### src/rtl/bmu_arbiter.sv
// bmu_arbiter: round-robin sequencer sharing one BMU between NUM_REQ requesters.
// One operation in flight: IDLE (grant/latch) -> ISSUE (validIn pulse) ->
// WAIT (BMU_LAT cycles) -> RESP (hold tagged response until rspReady).
//
// Ports:
//   clk, rstL                 clock, async active-low reset
//   reqValid/reqReady         per-requester handshake (reqReady one-hot or 0)
//   reqAp/reqA/reqB/reqCsr*   per-requester operands, requester i in slice i
//   bmuValidIn, bmu*          BMU issue strobe and operands (0 outside ISSUE/WAIT)
//   bmuResultFf, bmuError     BMU result, sampled BMU_LAT cycles after issue
//   rspValid/rspReady, rsp*   tagged response to the owning requester
//   errCount                  saturating count of error responses delivered
//   busy                      FSM not in IDLE
//
// Optional build macro: BMU_ARB_HIPRI_EN gives requester 0 fixed top priority;
// requesters 1..NUM_REQ-1 stay round-robin among themselves.
module bmu_arbiter #(
  parameter int NUM_REQ = 4,
  parameter int ID_W    = 2,
  parameter int AP_W    = 42,
  parameter int BMU_LAT = 1
) (
  input  logic                    clk,
  input  logic                    rstL,
  input  logic [NUM_REQ-1:0]      reqValid,
  output logic [NUM_REQ-1:0]      reqReady,
  input  logic [NUM_REQ*AP_W-1:0] reqAp,
  input  logic [NUM_REQ*32-1:0]   reqA,
  input  logic [NUM_REQ*32-1:0]   reqB,
  input  logic [NUM_REQ-1:0]      reqCsrRen,
  input  logic [NUM_REQ*32-1:0]   reqCsrRdata,
  output logic                    bmuValidIn,
  output logic [AP_W-1:0]         bmuAp,
  output logic [31:0]             bmuA,
  output logic [31:0]             bmuB,
  output logic                    bmuCsrRen,
  output logic [31:0]             bmuCsrRdata,
  input  logic [31:0]             bmuResultFf,
  input  logic                    bmuError,
  output logic                    rspValid,
  input  logic                    rspReady,
  output logic [ID_W-1:0]         rspId,
  output logic [31:0]             rspResult,
  output logic                    rspError,
  output logic [15:0]             errCount,
  output logic                    busy
);

  localparam int CNT_W = 3;

  typedef enum logic [1:0] {IDLE, ISSUE, WAIT, RESP} state_e;

  state_e            state_q, state_d;
  logic [CNT_W-1:0]  cnt_q, cnt_d;
  logic [ID_W-1:0]   rr_q;
  logic [ID_W-1:0]   id_q;
  logic [AP_W-1:0]   ap_q;
  logic [31:0]       a_q, b_q, rdata_q, res_q;
  logic              ren_q, err_q;
  logic [15:0]       err_cnt_q;

  logic              win_vld;
  logic [ID_W-1:0]   win_idx;
  logic              op_drv;
  logic              rsp_hs;

  // Winner search starts at rr_q and wraps; first valid requester wins.
  always_comb begin : p_win
    logic [ID_W-1:0] idx;
    win_vld = 1'b0;
    win_idx = '0;
    idx     = '0;
    for (int k = 0; k < NUM_REQ; k++) begin
      idx = ID_W'((int'(rr_q) + k) % NUM_REQ);
`ifdef BMU_ARB_HIPRI_EN
      if (!win_vld && idx != '0 && reqValid[idx]) begin
`else
      if (!win_vld && reqValid[idx]) begin
`endif
        win_vld = 1'b1;
        win_idx = idx;
      end
    end
`ifdef BMU_ARB_HIPRI_EN
    // Requester 0 overrides the round-robin result.
    if (reqValid[0]) begin
      win_vld = 1'b1;
      win_idx = '0;
    end
`endif
  end

  always_comb begin
    state_d = state_q;
    cnt_d   = cnt_q;
    case (state_q)
      IDLE:    if (win_vld) state_d = ISSUE;
      ISSUE: begin
        state_d = WAIT;
        cnt_d   = CNT_W'(BMU_LAT - 1);
      end
      WAIT: begin
        if (cnt_q == '0) state_d = RESP;
        else             cnt_d   = cnt_q - CNT_W'(1);
      end
      RESP:    if (rspReady) state_d = IDLE;
      default: state_d = IDLE;
    endcase
  end

  assign rsp_hs = (state_q == RESP) && rspReady;

  always_ff @(posedge clk or negedge rstL) begin
    if (!rstL) begin
      state_q   <= IDLE;
      cnt_q     <= '0;
      rr_q      <= '0;
      id_q      <= '0;
      ap_q      <= '0;
      a_q       <= '0;
      b_q       <= '0;
      ren_q     <= 1'b0;
      rdata_q   <= '0;
      res_q     <= '0;
      err_q     <= 1'b0;
      err_cnt_q <= '0;
    end else begin
      state_q <= state_d;
      cnt_q   <= cnt_d;
      if (state_q == IDLE && win_vld) begin
        id_q    <= win_idx;
        ap_q    <= reqAp[win_idx*AP_W +: AP_W];
        a_q     <= reqA[win_idx*32 +: 32];
        b_q     <= reqB[win_idx*32 +: 32];
        ren_q   <= reqCsrRen[win_idx];
        rdata_q <= reqCsrRdata[win_idx*32 +: 32];
      end
      if (state_q == WAIT && cnt_q == '0) begin
        res_q <= bmuResultFf;
        err_q <= bmuError;
      end
      if (rsp_hs) begin
`ifdef BMU_ARB_HIPRI_EN
        // Requester 0 grants leave the round-robin pointer untouched.
        if (id_q != '0)
`endif
          rr_q <= (id_q == ID_W'(NUM_REQ - 1)) ? '0 : id_q + ID_W'(1);
        if (err_q && err_cnt_q != 16'hFFFF) err_cnt_q <= err_cnt_q + 16'd1;
      end
    end
  end

  // Operands are visible only while the BMU owns them (ISSUE and WAIT).
  assign op_drv      = (state_q == ISSUE) || (state_q == WAIT);
  assign bmuValidIn  = (state_q == ISSUE);
  assign bmuAp       = op_drv ? ap_q    : '0;
  assign bmuA        = op_drv ? a_q     : '0;
  assign bmuB        = op_drv ? b_q     : '0;
  assign bmuCsrRen   = op_drv ? ren_q   : 1'b0;
  assign bmuCsrRdata = op_drv ? rdata_q : '0;

  assign reqReady  = (state_q == IDLE && win_vld) ? (NUM_REQ'(1) << win_idx) : '0;
  assign rspValid  = (state_q == RESP);
  assign rspId     = id_q;
  assign rspResult = res_q;
  assign rspError  = err_q;
  assign errCount  = err_cnt_q;
  assign busy      = (state_q != IDLE);

endmodule

### config.mk
export PLATFORM = sky130hd
export DESIGN_NAME = bmu_arbiter
export DESIGN_NICKNAME = d
export VERILOG_FILES = /design/src/rtl/bmu_arbiter.sv
export SDC_FILE = /design/constraint.sdc
export NUM_CORES = 1
export LEC_CHECK = 0
export ABC_CLOCK_PERIOD_IN_PS = 3000
export CORE_AREA = 2 2 305 307
export DETAILED_ROUTE_END_ITERATION = 7
export DIE_AREA = 0 0 307 309
export PLACE_DENSITY = 0.35
export SKIP_LAST_GASP = 1
export SLEW_MARGIN = 30
export SYNTH_ARGS = -nofsm -noshare
export SYNTH_HDL_FRONTEND = slang
export SYNTH_SLANG_ARGS = --single-unit
### constraint.sdc
create_clock -name clk -period 3 [get_ports clk]
set_clock_uncertainty 0.2 [all_clocks]
set_input_delay 0.6 -clock clk [delete_from_list [all_inputs] [get_ports clk]]
set_output_delay 0.6 -clock clk [all_outputs]
set_load 0.02 [all_outputs]
After elaboration in Yosys (flattened, before gate mapping). Index checks and enable logic that the tools add are counted.

$add $sub $neg: 6. $mul: 1. Divide/modulo/power cells: 0. Magnitude comparators: 5. Equal/unequal tests: 9. Shift-type cells: 5. Muxes and demuxes: 31. Bitwise gates (word level): 0. Reduce and logical (&&, ||, !) cells: 18.

Operators with widths (number): $shiftx 128x8->32 (3); $shiftx 168x9->42 (1); $mux 32 (3); $mux 42 (1); $add 16x1->16 const B (1); $mux 2 (8); $ne 16x16->1 const B (1); $lt 2x3->1 const B (5); $bmux 1 s2 (5); $mux 1 (10); $pmux 2 s4 (1); $logic_and 1x1->1 (7); $mul 2x5->7 const B (1); $eq 2x2->1 const B (3); $ne 2x2->1 const B (3); $pmux 3 s2 (1); $add 2x1->2 const B (2); $add 2x2->2 const B (2); $mux 4 (1); $reduce_and 2->1 (2); $reduce_bool 2->1 (2); $shl 1x2->4 const A (1); $logic_not 1->1 (3); $logic_not 3->1 (1); other kinds (7) (7).

Bits in registers: 197. Bits in latches: 0. Bits in writable memories: 0. Bits in read-only memories: 0. Input port bits: 596. Output and inout bits: 197. Memories kept: 0.

Depth between registers and ports, before layout. Gate-level depths: netlist (run 1).

Word-level depth: 14. Mapped depth: 9. Mapped depth without buffers: 7.

Worst setup path after synthesis (run 1). OpenSTA, ideal clock, no wires.

Path kind: input -> output. Start point: input reqValid[1]. End point: output reqReady[2]. Arrival time: 1.981 ns. Slack: 0.219 ns. Stages on the path: 8. Path buffers: 4. Cells stage by stage: nor4_1 > nand2b_1 > buf_4 > or3_1 > buf_2 > buf_6 > buf_2 > nor2_1.

Word-level cells in the longest chain between the ends: 14. Elaborated cells between the ends (all ways): 25. Classes of those cells: shift (1); mux (17); reduce/logical (7).

Ends and longest elaborated chain: start, declared (line 25) `input logic [NUM_REQ-1:0] reqValid,`; $bmux 1 s2 (line 78) `if (!win_vld && reqValid[idx]) begin`; $mux 1 (not written as such) (line 78); $mux 1 (line 78); $logic_not 1->1 (line 78); $logic_and 1x1->1 (line 78); $mux 1 (line 78); $logic_not 1->1 (line 78); $logic_and 1x1->1 (line 78); $mux 1 (line 78); $logic_not 1->1 (line 78); $logic_and 1x1->1 (line 78); $mux 2 / $mux 1 (equally long branches) (line 78); $shl 1x2->4 / $logic_and 1x1->1 (equally long branches) (line 162) `assign reqReady = (state_q == IDLE && win_vld) ? (NUM_REQ'(1) << win_idx) : '0;`; $mux 4 (*) (line 162); end, declared (line 26) `output logic [NUM_REQ-1:0] reqReady,`.

Every way passes the cells marked *; elsewhere a longest branch is shown, timed or not. The select of a mux whose other input is x is not followed.

Final worst setup path (run 1).
Start point: register state_q[1]. End point: output reqReady[2].

Word-level cells in the longest chain between the ends: 3.

Ends and longest elaborated chain: start, declared (line 53) `state_e state_q, state_d;`; start signal, assigned (line 128) `state_q <= state_d;`; $logic_not 2->1 (line 162); $logic_and 1x1->1 (line 162); $mux 4 (line 162).

Every way passes these cells.

==> results of run 1 <==
==> metal layers <==
metal / track usage, % / vias up / share of wire (%)
met4: 4.14 / 0 / 1.7
met2: 25.4 / 499 / 52
met3: 4.36 / 48 / 7.2
met1: 15.9 / 6025 / 39
li1: - / 5838 / -
met5: 0 / - / 0
==> through the flow <==
step	utilization [%]	setup TNS, ns
floorplan	-	0
global placement	24.4	-34.90
detailed placement	24.4	-44.09
CTS	25.4	-6.69
global route	25.1	-0.310
finish	25.1	0
==> cells by family after synthesis <==
group,after synthesis,share of synthesized area [%]
AO/OA/AOI/OAI,156,13.9
XOR/XNOR,15,1.07
adder cells (fa/ha/maj),9,0.916
buffers and inverters,105,4.18
flip-flops,197,40.1
multiplexers,314,25.9
AND/OR/NAND/NOR,336,13.9
==> cell usage in the layout (no fill, tap or decap), types with 7 or more instances in the layout <==
master	Yosys	routed
and2_1	140	138
buf_12	0	12
buf_2	42	30
buf_4	2	104
clkbuf_16	0	17
clkbuf_2	0	30
clkdlybuf4s15_2	0	49
clkdlybuf4s50_1	0	644
dfrtp_1	197	195
dlygate4sd2_1	0	25
ha_1	9	7
mux2_2	34	34
mux2i_1	279	279
nand2_1	157	156
nand4_1	7	7
nor2_1	9	7
o221ai_1	78	78
o221ai_2	61	61
xnor2_1	10	10
==> worst max-delay path: cells and delay by family (launching register included) <==
kind | cells | cell delay (ns)
buffers and inverters | 3 | 0.40
DFF | 1 | 0.40
adders and majority gates | 1 | 0.23
and+or+nand+nor | 3 | 0.60
==> worst paths after layout <==
check,startpoint,endpoint,slack (ns),cells after the start
min,a_q[4]$_DFFE_PN0P_,a_q[4]$_DFFE_PN0P_,0.28,2
max reg2reg,rr_q[1]$_DFFE_PN0P_,ap_q[4]$_DFFE_PN0P_,0.51,9
min in group asynchronous,rstL,b_q[8]$_DFFE_PN0P_,0.41,2
max,state_q[1]$_DFFE_PN0P_,reqReady[2],0.06,7
max in group asynchronous,rstL,rspResult[19]$_DFFE_PN0P_,1.40,3
min reg2reg,a_q[4]$_DFFE_PN0P_,a_q[4]$_DFFE_PN0P_,0.28,2
==> power by group through the flow <==
stage / Sequential [mW] / Clock, mW / Combinational (mW)
floorplan: 4.71 / 0 / 7.26
global placement: 4.57 / 0 / 14.4
detailed placement: 4.59 / 0 / 14.4
CTS: 4.56 / 2.77 / 15.2
global route: 4.72 / 2.85 / 15.7
finish: 4.56 / 2.60 / 14.6
==> area by class of cell <==
cell class | count | area share [%]
clock buffer | 17 | 1.85
timing repair buffer | 918 | 38.9
sequential | 197 | 21.5
clock inverter | 15 | 0.834
tap | 1186 | 6.46
multi-input combinational | 830 | 30.2
inverter | 8 | 0.131
antenna | 6 | 0.0654
==> repair_timing <==
item | in CTS | in global routing
cloned | 6 | 0
endpoints found under the setup margin | 144 | 108
pin swaps | 3 | 1
endpoints found under the hold margin | 42 | 0
setup buffers | 7 | 3
hold buffers | 1 | 0
gates resized for setup | 358 | 100
==> state kept, by name, indices dropped and copies added (netlist names) <==
signal	flops
rspResult	32
a_q	32
rspId	2
ap_q	42
b_q	32
cnt_q	3
state_q	2
rdata_q	32
rspError	1
ren_q	1
rr_q	2
errCount	16
==> impl_metrics.env, run 1 <==
export IMPL_cts_buffers=17
export IMPL_p_per_area_mw_per_mm2=948
export IMPL_setup_slack_ns=0.0642
export IMPL_critPathMaxStageDelay_ns=0.40
export IMPL_viasPerCell=3.91
export IMPL_combPwrFrac_pct=67.1
export IMPL_crit_fanout=4
export IMPL_cts_sinks=197
export IMPL_pre_cts_ws_ns=-0.600
export IMPL_finalCritPeriodShare_pct=97.9
export IMPL_ir_worst_vdd_uv=639
export IMPL_yosysTopAreaCell="dfrtp_1"
export IMPL_report_final_slew_viol_count=0
export IMPL_yosysSeqAreaShare_pct=40.1
export IMPL_hold_viol=0
export IMPL_stdcell_count=3177
export IMPL_coreArea_mm2=0.0914
export IMPL_fmax_ghz=0.341
export IMPL_whs_ns=0.282
export IMPL_status="complete, no violations"
export IMPL_switchingPower_mw=9.94
export IMPL_path_cells="inv_2 > ha_2 > nand2b_4 > or3_4 > nor2_2 > buf_4 > clkbuf_2"
export IMPL_grt_usage_pct=14.1
export IMPL_synth_area_leaders="dfrtp_1 40%, mux2i_1 23%, o221ai_2 7.4%, and2_1 7.1%, o221ai_1 5.6%"
export IMPL_root_buffer="clkbuf_16"
export IMPL_synthFlopType="dfrtp_1"
export IMPL_leakagePower_nw=10.0
export IMPL_syn_to_final_growth_pct=86.7
export IMPL_cp_slowest_cell="dfrtp_1"
export IMPL_p_total_mw=21.8
export IMPL_start_util_pct=13.5
export IMPL_drive_gt1_share_pct=19.7
export IMPL_rsz0062_at_grt="yes"
export IMPL_share_seq_of_total_power_pct=20.9
export IMPL_dp_cells=3122
export IMPL_internal_power_mw=11.8
export IMPL_n_fill_cell=9787
export IMPL_wl_um=69400
export IMPL_ys_warn_count=0
export IMPL_dr_pass1_iters=4
export IMPL_min_path_type="reg2reg"
export IMPL_required_ns=2.20
export IMPL_dpl_cell_area_mm2=0.0223
export IMPL_die_h_um=309
export IMPL_drtIter0Drc=377
export IMPL_ys_ff_latch=197
export IMPL_io_pins=793
export IMPL_synth_top_cells_by_count="279 x mux2i_1, 197 x dfrtp_1, 157 x nand2_1, 140 x and2_1, 78 x o221ai_1"
export IMPL_htreeDepth=4
export IMPL_antenna_found_initial=11
export IMPL_synth_area_mm2=0.0123
export IMPL_place_congestion=0.788
export IMPL_async_flop_share_pct=100
export IMPL_syn_nets=1737
export IMPL_avgSynthCellArea_um2=10.9
export IMPL_grt_max_degree=143
export IMPL_tightest_slew_ns=0.848
export IMPL_wl_per_cell_um=21.8
export IMPL_relSlewSlack_pct=43.5
export IMPL_regArea_mm2=0.00493
export IMPL_vias=12400
export IMPL_setup_viol=0
export IMPL_num_rows=111
export IMPL_yosysMostFrequentCell="mux2i_1"
export IMPL_cts_tree="done"
export IMPL_syn_inst=1132
export IMPL_crit_arrival_ns=2.14
export IMPL_final_nets=2577
export IMPL_synth_edf_count=0
export IMPL_clk_latency_ns=0.50
export IMPL_cp_end_kind="output port"
export IMPL_dieArea_mm2=0.0949
export IMPL_clk_pin_slew_worst_paths_ns=0.08
export IMPL_grt_pass1_wl_um=96500
export IMPL_cts_max_path_buffers=2
export IMPL_multi_input_area_mm2=0.00694
export IMPL_path_class="reg2out"
export IMPL_hpwl_um=52500
export IMPL_min_period_ns=2.94
export IMPL_grt_overflow=0
export IMPL_drv_cap=0
export IMPL_power_switching_share_pct=45.7
export IMPL_drcViolationCount=0
export IMPL_portBuffers=792
export IMPL_critPathLaunchType="register"
export IMPL_antenna_left=0
export IMPL_stdcell_area_mm2=0.0230
export IMPL_synth_top_cell_area_share_pct=40.1
export IMPL_clkPwrFrac_pct=12.0
export IMPL_ys_types=41
export IMPL_grt_pass1_vias=13600
export IMPL_chipWidth_um=307
Note: power is estimated with default switching activity, not from simulation.
==> run 2, diff against run 1 <==
Settings changed: PLACE_DENSITY 0.35 to 0.36.
==> impl_metrics.env, run 2 (synthesis gave the netlist of run 1 again) <==
export IMPL_cts_buffers=17
export IMPL_chipWidth_um=307
export IMPL_tightest_slew_ns=0.891
export IMPL_path_class="in2out"
export IMPL_crit_arrival_ns=2.18
export IMPL_p_total_mw=21.1
export IMPL_drv_cap=0
export IMPL_wl_um=66600
export IMPL_finalCritPeriodShare_pct=99.5
export IMPL_syn_to_final_growth_pct=85.3
export IMPL_path_cells="clkdlybuf4s50_1 > buf_4 > nor2_1 > or3_4 > nor2_2 > buf_4 > clkbuf_2"
export IMPL_grt_pass1_vias=13400
export IMPL_cts_tree="done"
export IMPL_dr_pass1_iters=4
export IMPL_cts_sinks=197
export IMPL_grt_usage_pct=13.3
export IMPL_required_ns=2.20
export IMPL_cp_common_cell="buf_4"
export IMPL_report_final_slew_viol_count=0
export IMPL_clk_latency_ns=0.50
export IMPL_hpwl_um=51400
export IMPL_met2_length_um=35400
export IMPL_wl_per_cell_um=21.0
export IMPL_regArea_mm2=0.00493
export IMPL_wl_met1_um=25600
export IMPL_fmax_ghz=0.335
export IMPL_rsz0062_at_grt="yes"
export IMPL_setup_viol=0
export IMPL_met3WireLength_um=4490
export IMPL_clk_pin_slew_worst_paths_ns=0.07
export IMPL_crit_family="buffers and inverters"
export IMPL_antenna_found_initial=7
export IMPL_largest_register_ffs=42
export IMPL_start_util_pct=13.5
export IMPL_io_pins=793
export IMPL_grt_max_degree=143
export IMPL_cts_max_path_buffers=2
export IMPL_coreArea_mm2=0.0914
export IMPL_final_cell_mix="645 x clkdlybuf4s50_1, 279 x mux2i_1, 197 x dfrtp_1"
export IMPL_critPathMaxStageDelay_ns=0.53
export IMPL_htreeDepth=4
export IMPL_dieArea_mm2=0.0949
export IMPL_root_buffer="clkbuf_16"
export IMPL_final_common_cell="clkdlybuf4s50_1"
export IMPL_leakagePower_nw=10.1
export IMPL_stdcell_area_mm2=0.0228
export IMPL_grt_overflow=0
export IMPL_multi_input_area_mm2=0.00694
export IMPL_relSlewSlack_pct=40.6
export IMPL_p_per_area_mw_per_mm2=925
export IMPL_critPathLaunchType="input port"
export IMPL_antenna_left=0
export IMPL_min_period_ns=2.98
export IMPL_crit_fanout=3
export IMPL_dpl_cell_area_mm2=0.0223
export IMPL_cp_end_kind="output port"
export IMPL_grt_pass1_wl_um=92500
export IMPL_drive_gt1_share_pct=17.8
export IMPL_drtIter0Drc=400
export IMPL_hold_viol=0
export IMPL_place_congestion=0.786
export IMPL_portBuffers=792
export IMPL_top_layer_used="met4"
export IMPL_ir_worst_vdd_uv=464
export IMPL_n_fill_cell=9801
export IMPL_crit_buf_inv=4
export IMPL_top_register="ap_q"
export IMPL_viasPerCell=3.87
export IMPL_drcViolationCount=0
export IMPL_final_nets=2571
export IMPL_status="complete, no violations"
export IMPL_vias=12300
export IMPL_cp_slowest_cell="clkdlybuf4s50_1"
export IMPL_min_path_type="reg2reg"
export IMPL_die_h_um=309
export IMPL_num_rows=111
run 2: changes by cell type in the layout (fill, tap and decap cells not counted), moves of 8 or more:
cell and change:
dlygate4sd2_1 +25, buf_4 -8, clkdlybuf4s15_2 -38, buf_2 +19
clkbuf_2 -8, buf_12 +8
run 2: layout make-up:
| class | count | area share (%) |
|---|---|---|
| timing repair buffer | 912 | 38.7 |
| multi-input combinational | 830 | 30.5 |
| sequential | 197 | 21.6 |
| tap | 1186 | 6.51 |
| clock buffer | 20 | 2.05 |
| clock inverter | 12 | 0.467 |
| inverter | 8 | 0.132 |
| antenna | 7 | 0.0769 |
run 2: power breakdown:
| group | leakage (nW) | switching (mW) | total, mW | internal [mW] |
|---|---|---|---|---|
| sequential | 2.44 | 0.641 | 4.53 | 3.89 |
| clock | 0.280 | 1.28 | 2.44 | 1.16 |
| combinational | 7.38 | 7.75 | 14.1 | 6.35 |
run 2: final timing paths:
kind,endpoint,slack (ns),startpoint,depth (start not counted)
setup / recovery,reqReady[3],0.02,reqValid[2],7
hold / removal,ap_q[24]$_DFFE_PN0P_,0.28,ap_q[24]$_DFFE_PN0P_,2
setup reg to reg,ren_q$_DFFE_PN0P_,0.22,rr_q[1]$_DFFE_PN0P_,11
hold reg to reg,ap_q[24]$_DFFE_PN0P_,0.28,ap_q[24]$_DFFE_PN0P_,2
max in group asynchronous,errCount[7]$_DFFE_PN0P_,1.45,rstL,3
min in group asynchronous,rspResult[27]$_DFFE_PN0P_,0.45,rstL,2
run 2: metal layers:
metal	GRT usage, %	up-vias
met5	0	-
li1	-	5820
met1	14.7	5904
met2	24.5	498
met4	3.88	0
met3	3.78	38
run 2: per-stage QoR:
step           instances  util (%)  TNS, ns  hold slack [ns]  setup slack, ns
2_1_floorplan       1132         -        0            0.104            0.219
4_1_cts             3158      25.0   -0.301            0.286           -0.211
5_1_grt             3171      24.9    -1.71            0.300          -0.0881
3_5_place_dp        3119      24.4   -41.36            0.263           -0.618
6_report            3172      24.9        0            0.279           0.0158
3_3_place_gp        3119      24.4   -37.47            0.262           -0.670
run 2: tightest hold or removal path, stage by stage, from the launching register on:
cell and delay (ns):
dfrtp_1 0.34, nand2_1 0.06, o221ai_2 0.05
run 2: timing repair:
action,4_1_cts,5_1_grt
hold buffers,1,0
resized for setup,327,78
endpoints found under the setup margin,141,65
endpoints found under the hold margin,47,0
setup buffers,4,4
cloned,2,3
pin swaps,2,1
